==> config.mk <==
export PLATFORM = sky130hd
export DESIGN_NAME = sram_sp_arbiter
export DESIGN_NICKNAME = d
export VERILOG_FILES = /design/src/rtl/sram_arb_pkg.sv /design/src/rtl/rr_arb2.sv /design/src/rtl/sram_sp_arbiter.sv
export SDC_FILE = /design/constraint.sdc
export NUM_CORES = 1
export LEC_CHECK = 0
export BUFFER_PORTS_ARGS = -buffer_cell sky130_fd_sc_hd__buf_2
export CAP_MARGIN = 40
export CORE_MARGIN = 2
export CORE_UTILIZATION = 41
export DETAILED_ROUTE_END_ITERATION = 6
export GPL_ROUTABILITY_DRIVEN = 0
export PLACE_DENSITY = 0.87
export SLEW_MARGIN = 20
export SYNTH_ARGS = -nofsm -noshare
export SYNTH_HDL_FRONTEND = slang
export SYNTH_SLANG_ARGS = --single-unit
export TNS_END_PERCENT = 1
==> constraint.sdc <==
create_clock -name clock -period 6 [get_ports clock]
set_clock_uncertainty 0.1 [all_clocks]
set_input_delay 1.8 -clock clock [delete_from_list [all_inputs] [get_ports clock]]
set_output_delay 1.8 -clock clock [all_outputs]
set_load 0.05 [all_outputs]
==> src/rtl/sram_arb_pkg.sv <==
// Shared types and constants for the single-port SRAM arbiter.
// Read latency follows SRAM_ARB_OUT_REG_EN (output register on the macro read data).
package sram_arb_pkg;
    localparam int SRAM_ARB_DATA_W = 32;
    localparam int SRAM_ARB_DEPTH  = 128;
    localparam int SRAM_ARB_ADDR_W = $clog2(SRAM_ARB_DEPTH);

`ifdef SRAM_ARB_OUT_REG_EN
    localparam int SRAM_ARB_RD_LAT = 2;
`else
    localparam int SRAM_ARB_RD_LAT = 1;
`endif

    typedef enum logic {INIT, RUN} sram_arb_state_e;

    typedef struct packed {
        logic                       we;
        logic [SRAM_ARB_ADDR_W-1:0] addr;
        logic [SRAM_ARB_DATA_W-1:0] wdata;
    } sram_req_t;
endpackage

==> src/rtl/rr_arb2.sv <==
// Two-way round-robin arbiter: grant is one-hot or zero, ptr names the favoured requester.
// Latency 0 (purely combinational); en=0 forces no grant and holds the pointer.
module rr_arb2 (
    input  logic [1:0] valid,
    input  logic       ptr,
    input  logic       en,
    output logic [1:0] grant,
    output logic       ptr_nxt
);
    always_comb begin
        grant = 2'b00;
        if (en) begin
            case (valid)
                2'b01:   grant = 2'b01;
                2'b10:   grant = 2'b10;
                2'b11:   grant = ptr ? 2'b10 : 2'b01;
                default: grant = 2'b00;
            endcase
        end
        // The loser of this cycle is favoured next time.
        ptr_nxt = ptr;
        if (grant[0])
            ptr_nxt = 1'b1;
        else if (grant[1])
            ptr_nxt = 1'b0;
    end
endmodule

==> src/rtl/sram_sp_arbiter.sv <==
// Round-robin share of one single-port SRAM between two requesters, zero-filling the array after reset/clear.
// Grant and macro drive in the request cycle; read data 1 cycle later (2 with SRAM_ARB_OUT_REG_EN).
// req_ready held low during initialisation and on clear; responses cannot be back-pressured.
module sram_sp_arbiter
    import sram_arb_pkg::*;
#(
    parameter  int DATA_W = SRAM_ARB_DATA_W,
    parameter  int DEPTH  = SRAM_ARB_DEPTH,
    localparam int ADDR_W = $clog2(DEPTH)
) (
    input  logic                   clock,
    input  logic                   reset,
    input  logic                   clear,
    output logic                   init_done,
    input  logic [1:0]             req_valid,
    output logic [1:0]             req_ready,
    input  logic [1:0]             req_we,
    input  logic [1:0][ADDR_W-1:0] req_addr,
    input  logic [1:0][DATA_W-1:0] req_wdata,
    output logic [1:0]             resp_valid,
    output logic [DATA_W-1:0]      resp_rdata,
    output logic                   sram_ceb,
    output logic                   sram_web,
    output logic [ADDR_W-1:0]      sram_a,
    output logic [DATA_W-1:0]      sram_d,
    input  logic [DATA_W-1:0]      sram_q
);
    localparam logic [ADDR_W-1:0] LAST_ADDR = ADDR_W'(DEPTH - 1);

    sram_arb_state_e                    state;
    logic [ADDR_W-1:0]                  init_cnt;
    logic [ADDR_W-1:0]                  a_q;
    logic [DATA_W-1:0]                  d_q;
    logic                               rr_ptr;
    logic                               ptr_nxt;
    logic [1:0]                         grant;
    logic                               gidx;
    logic [1:0]                         rd_grant;
    sram_req_t                          sel;
    logic [SRAM_ARB_RD_LAT-1:0][1:0]    rd_pipe;

    rr_arb2 u_arb (
        .valid   (req_valid),
        .ptr     (rr_ptr),
        .en      (state == RUN && !clear),
        .grant   (grant),
        .ptr_nxt (ptr_nxt)
    );

    assign req_ready = grant;
    assign gidx      = grant[1];
    assign rd_grant  = grant & ~req_we;

    always_comb begin
        sel      = '{we: req_we[gidx], addr: req_addr[gidx], wdata: req_wdata[gidx]};
        sram_ceb = 1'b1;
        sram_web = 1'b1;
        sram_a   = a_q;
        sram_d   = d_q;
        // Reset gate keeps the macro idle while reset is held, even though state reads INIT.
        if (!reset) begin
            if (state == INIT) begin
                sram_ceb = 1'b0;
                sram_web = 1'b0;
                sram_a   = init_cnt;
                sram_d   = '0;
            end else if (grant != 2'b00) begin
                sram_ceb = 1'b0;
                sram_web = ~sel.we;
                sram_a   = sel.addr;
                sram_d   = sel.wdata;
            end
        end
    end

    always_ff @(posedge clock or posedge reset) begin
        if (reset) begin
            state     <= INIT;
            init_cnt  <= '0;
            init_done <= 1'b0;
            rr_ptr    <= 1'b0;
            a_q       <= '0;
            d_q       <= '0;
        end else begin
            a_q    <= sram_a;
            d_q    <= sram_d;
            rr_ptr <= ptr_nxt;
            case (state)
                INIT: begin
                    if (clear) begin
                        init_cnt <= '0;
                    end else if (init_cnt == LAST_ADDR) begin
                        init_cnt  <= '0;
                        state     <= RUN;
                        init_done <= 1'b1;
                    end else begin
                        init_cnt <= init_cnt + 1'b1;
                    end
                end
                RUN: begin
                    if (clear) begin
                        state     <= INIT;
                        init_cnt  <= '0;
                        init_done <= 1'b0;
                    end
                end
                default: state <= INIT;
            endcase
        end
    end

    // Response pipe is not flushed by clear: reads accepted before it still answer.
    always_ff @(posedge clock or posedge reset) begin
        if (reset) begin
            rd_pipe <= '0;
        end else begin
            rd_pipe[0] <= rd_grant;
            for (int i = 1; i < SRAM_ARB_RD_LAT; i++)
                rd_pipe[i] <= rd_pipe[i-1];
        end
    end

    assign resp_valid = rd_pipe[SRAM_ARB_RD_LAT-1];

`ifdef SRAM_ARB_OUT_REG_EN
    logic [DATA_W-1:0] q_reg;

    always_ff @(posedge clock or posedge reset) begin
        if (reset)
            q_reg <= '0;
        else
            q_reg <= sram_q;
    end

    assign resp_rdata = q_reg;
`else
    assign resp_rdata = sram_q;
`endif
endmodule

==> metrics.txt <==
CTS buffer count=5; vias in the first global route=2283; Reg power frac=47.2%; status=finished clean; cell taking the most area after synthesis=dfrtp_1; Fillers=602; clock power share=36.4%; Ys Warns=0; vias after detailed routing=2415; hold depth=2; Critical Path RT=4.10 ns; mapped cell area=2710 um2; RSZ-0062 raised after global routing=no; die area=7280 um2; Crit Path Class=in -> out; Worst Path Buf+Inv=3; first-pass detailed-route iteration total=4; Setup violations, final=0; I/O Buffers=130; core area=6390 um2; initial antenna violation count=0; Resized cells post-CTS=0; Max stage delay cell, worst path=o211ai_4; Post-CTS Setup Repair Bufs=0; nets@finish=501; Post-DP HPWL=5140 um; critical path endpoint category=output port; FF-to-FF setup slack=4.07 ns; Syn Area/Cell=9.29 um2; Worst Setup Start Kind=input port; gr usage total=17.9%; Initial Utilization=42.5%; drt via density=5.24; layout cells sized above 1=39.3%; Root Driver=clkbuf_8; total chip power=0.765 mW; Crit Reg-Reg Startpoint=state$_DFF_PP0_; Sw Pwr=0.202 mW; I/O pin total=195; CP top delay family=buffers and inverters; #FFs+latches synth=51; top_reg_cell synth=dfrtp_1; htree depth=2; PD cells=230 nW/um2; Register-to-Register Path Depth=5; crit-path max cell delay=0.49 ns; Clock Tree Buf Depth=2; most frequent cell after synthesis=dfrtp_1; sw frac=26.4%; Synth cell types=35; Peak VDD IR=0.000118 V; Area Growth Syn to Fin=22.6%; Hold Startpoint=init_done$_DFFE_PP0P_; Gate power share=16.3%; Max FO, Critical Path=20; Worst-Margin Slew=0.627 ns; Worst Hold Class=reg -> reg; Final Hold Vio Count=0; Die Wd=85.3 um; Reg-to-Reg End=d_q[6]$_DFF_PP0_; drt drc=0; detailed router's first-iteration violation count=118; clock slew at reported path FFs=0.10 ns; CTS tree=yes; period utilisation layout=87.4%; Internal=0.563 mW; Leak Pwr=1.91 nW; # hold bufs at CTS=0; global-route wire length before repair=10600 um; global route overflow=0; row count=29; CP Data Arrival Time=3.34 ns; setup TNS=0 ns; DIE HEIGHT=85.3 um; pin count of the biggest net entering global routing=52; worst hold endpoint=init_done$_DFFE_PP0P_; Seq/Total Area, Yosys=47.0%; hold_ws=0.378 ns; DRT Wirelength=6690 um; Mapped Cells=292; max_cap viols=0; Clk Latency, worst-skew pair=0.30 ns; drt wl/cell=14.5 um; fin crit period=5.24 ns; Post-DRT Antenna Nets=0; max_slew headroom=58.2%; asr flop ratio synth=100%; top-area cell type share of the netlist area=47.0%; Pins Over Slew Limit=0; synth top area cells=dfrtp_1 47%, buf_4 10%, mux2i_1 8.5%; Synth top cells by count=51 x dfrtp_1, 39 x a21oi_1, 38 x o21ai_0; Syn Nets=410; number of flops mapped to enable cells by yosys=0; worst-path cell chain=buf_2 > o211ai_4 > buf_4 > a21oi_1 > a21oi_1 > buf_2; TritonCTS Sinks=51; f_max=0.191 GHz; ant diodes=0
## power by group through the flow
stage                     Sequential [mW]  Combinational, mW  Clock, mW
after floorplan                     0.369              0.133          0
after global placement              0.368              0.123          0
after detailed placement            0.368              0.126          0
after CTS                           0.361              0.127      0.285
after global routing                0.363              0.136      0.302
final                               0.361              0.125      0.279
## cells by family after synthesis
group | share of synthesized area [%]
multiplexers | 8.49
buffers and inverters | 12.8
AO/OA/AOI/OAI | 18.4
AND/OR/NAND/NOR | 11.9
flip-flops | 47.0
adder cells (fa/ha/maj) | 0.461
XOR/XNOR | 0.969
## registers in the layout, summed over array words and instances, names as in the netlist
name / cells
a_q: 7
d_q: 32
init_cnt: 7
init_done: 1
resp_valid: 2
rr_ptr: 1
state: 1
## stage by stage
| step | setup slack (ns) | area [um2] | utilization [%] | instances |
|---|---|---|---|---|
| 3_3_place_gp | 0.515 | 3170 | 49.7 | 452 |
| 4_1_cts | 0.736 | 3330 | 52.1 | 461 |
| 2_1_floorplan | 0.00584 | 2720 | - | 292 |
| 6_report | 0.757 | 3330 | 52.1 | 461 |
| 3_5_place_dp | 0.735 | 3190 | 49.9 | 453 |
| 5_1_grt | 0.605 | 3330 | 52.1 | 461 |
## worst reg2reg max path, delay by kind of cell (launching register included)
| family | cells | cell delay [ns] |
|---|---|---|
| buf+inv | 1 | 0.27 |
| mux | 1 | 0.28 |
| simple gates | 2 | 0.41 |
| flops | 1 | 0.63 |
| compound gates | 1 | 0.11 |
## metal layers
layer  track usage, %  share of wire, %
met5                0                 0
met4             4.04              0.82
met3             3.99               5.8
met2             32.8                55
met1             21.2                39
## layout by cell type, fill, tap and decap left out, types with 7 or more instances in the layout
cell,n
o21ai_0,17
a22oi_1,7
nor2_1,10
nand2_1,27
nand3_1,18
dfrtp_1,51
a21oi_1,39
o21ai_1,22
buf_2,130
mux2i_1,23
## worst max-delay path by stage
stage	from	to	slack, ns	cells after the start
floorplan	reset	sram_d[23]	0.006	5
global placement	req_valid[1]	sram_d[23]	0.52	6
detailed placement	clear	sram_d[6]	0.73	7
CTS	clear	sram_d[6]	0.74	7
global route	req_valid[1]	sram_d[25]	0.60	6
finish	req_valid[1]	sram_d[25]	0.76	6
## layout make-up
cell class,instances,area (um2),share of cell area [%]
Clock buffer,5,68.8,2.07
Inverter,3,15.0,0.451
Multi-Input combinational cell,186,1100,33.0
Tap cell,77,96.3,2.90
Timing Repair Buffer,136,703,21.1
Sequential cell,51,1280,38.4
Clock inverter,3,67.6,2.03
Note: power is estimated with default switching activity, not from simulation.
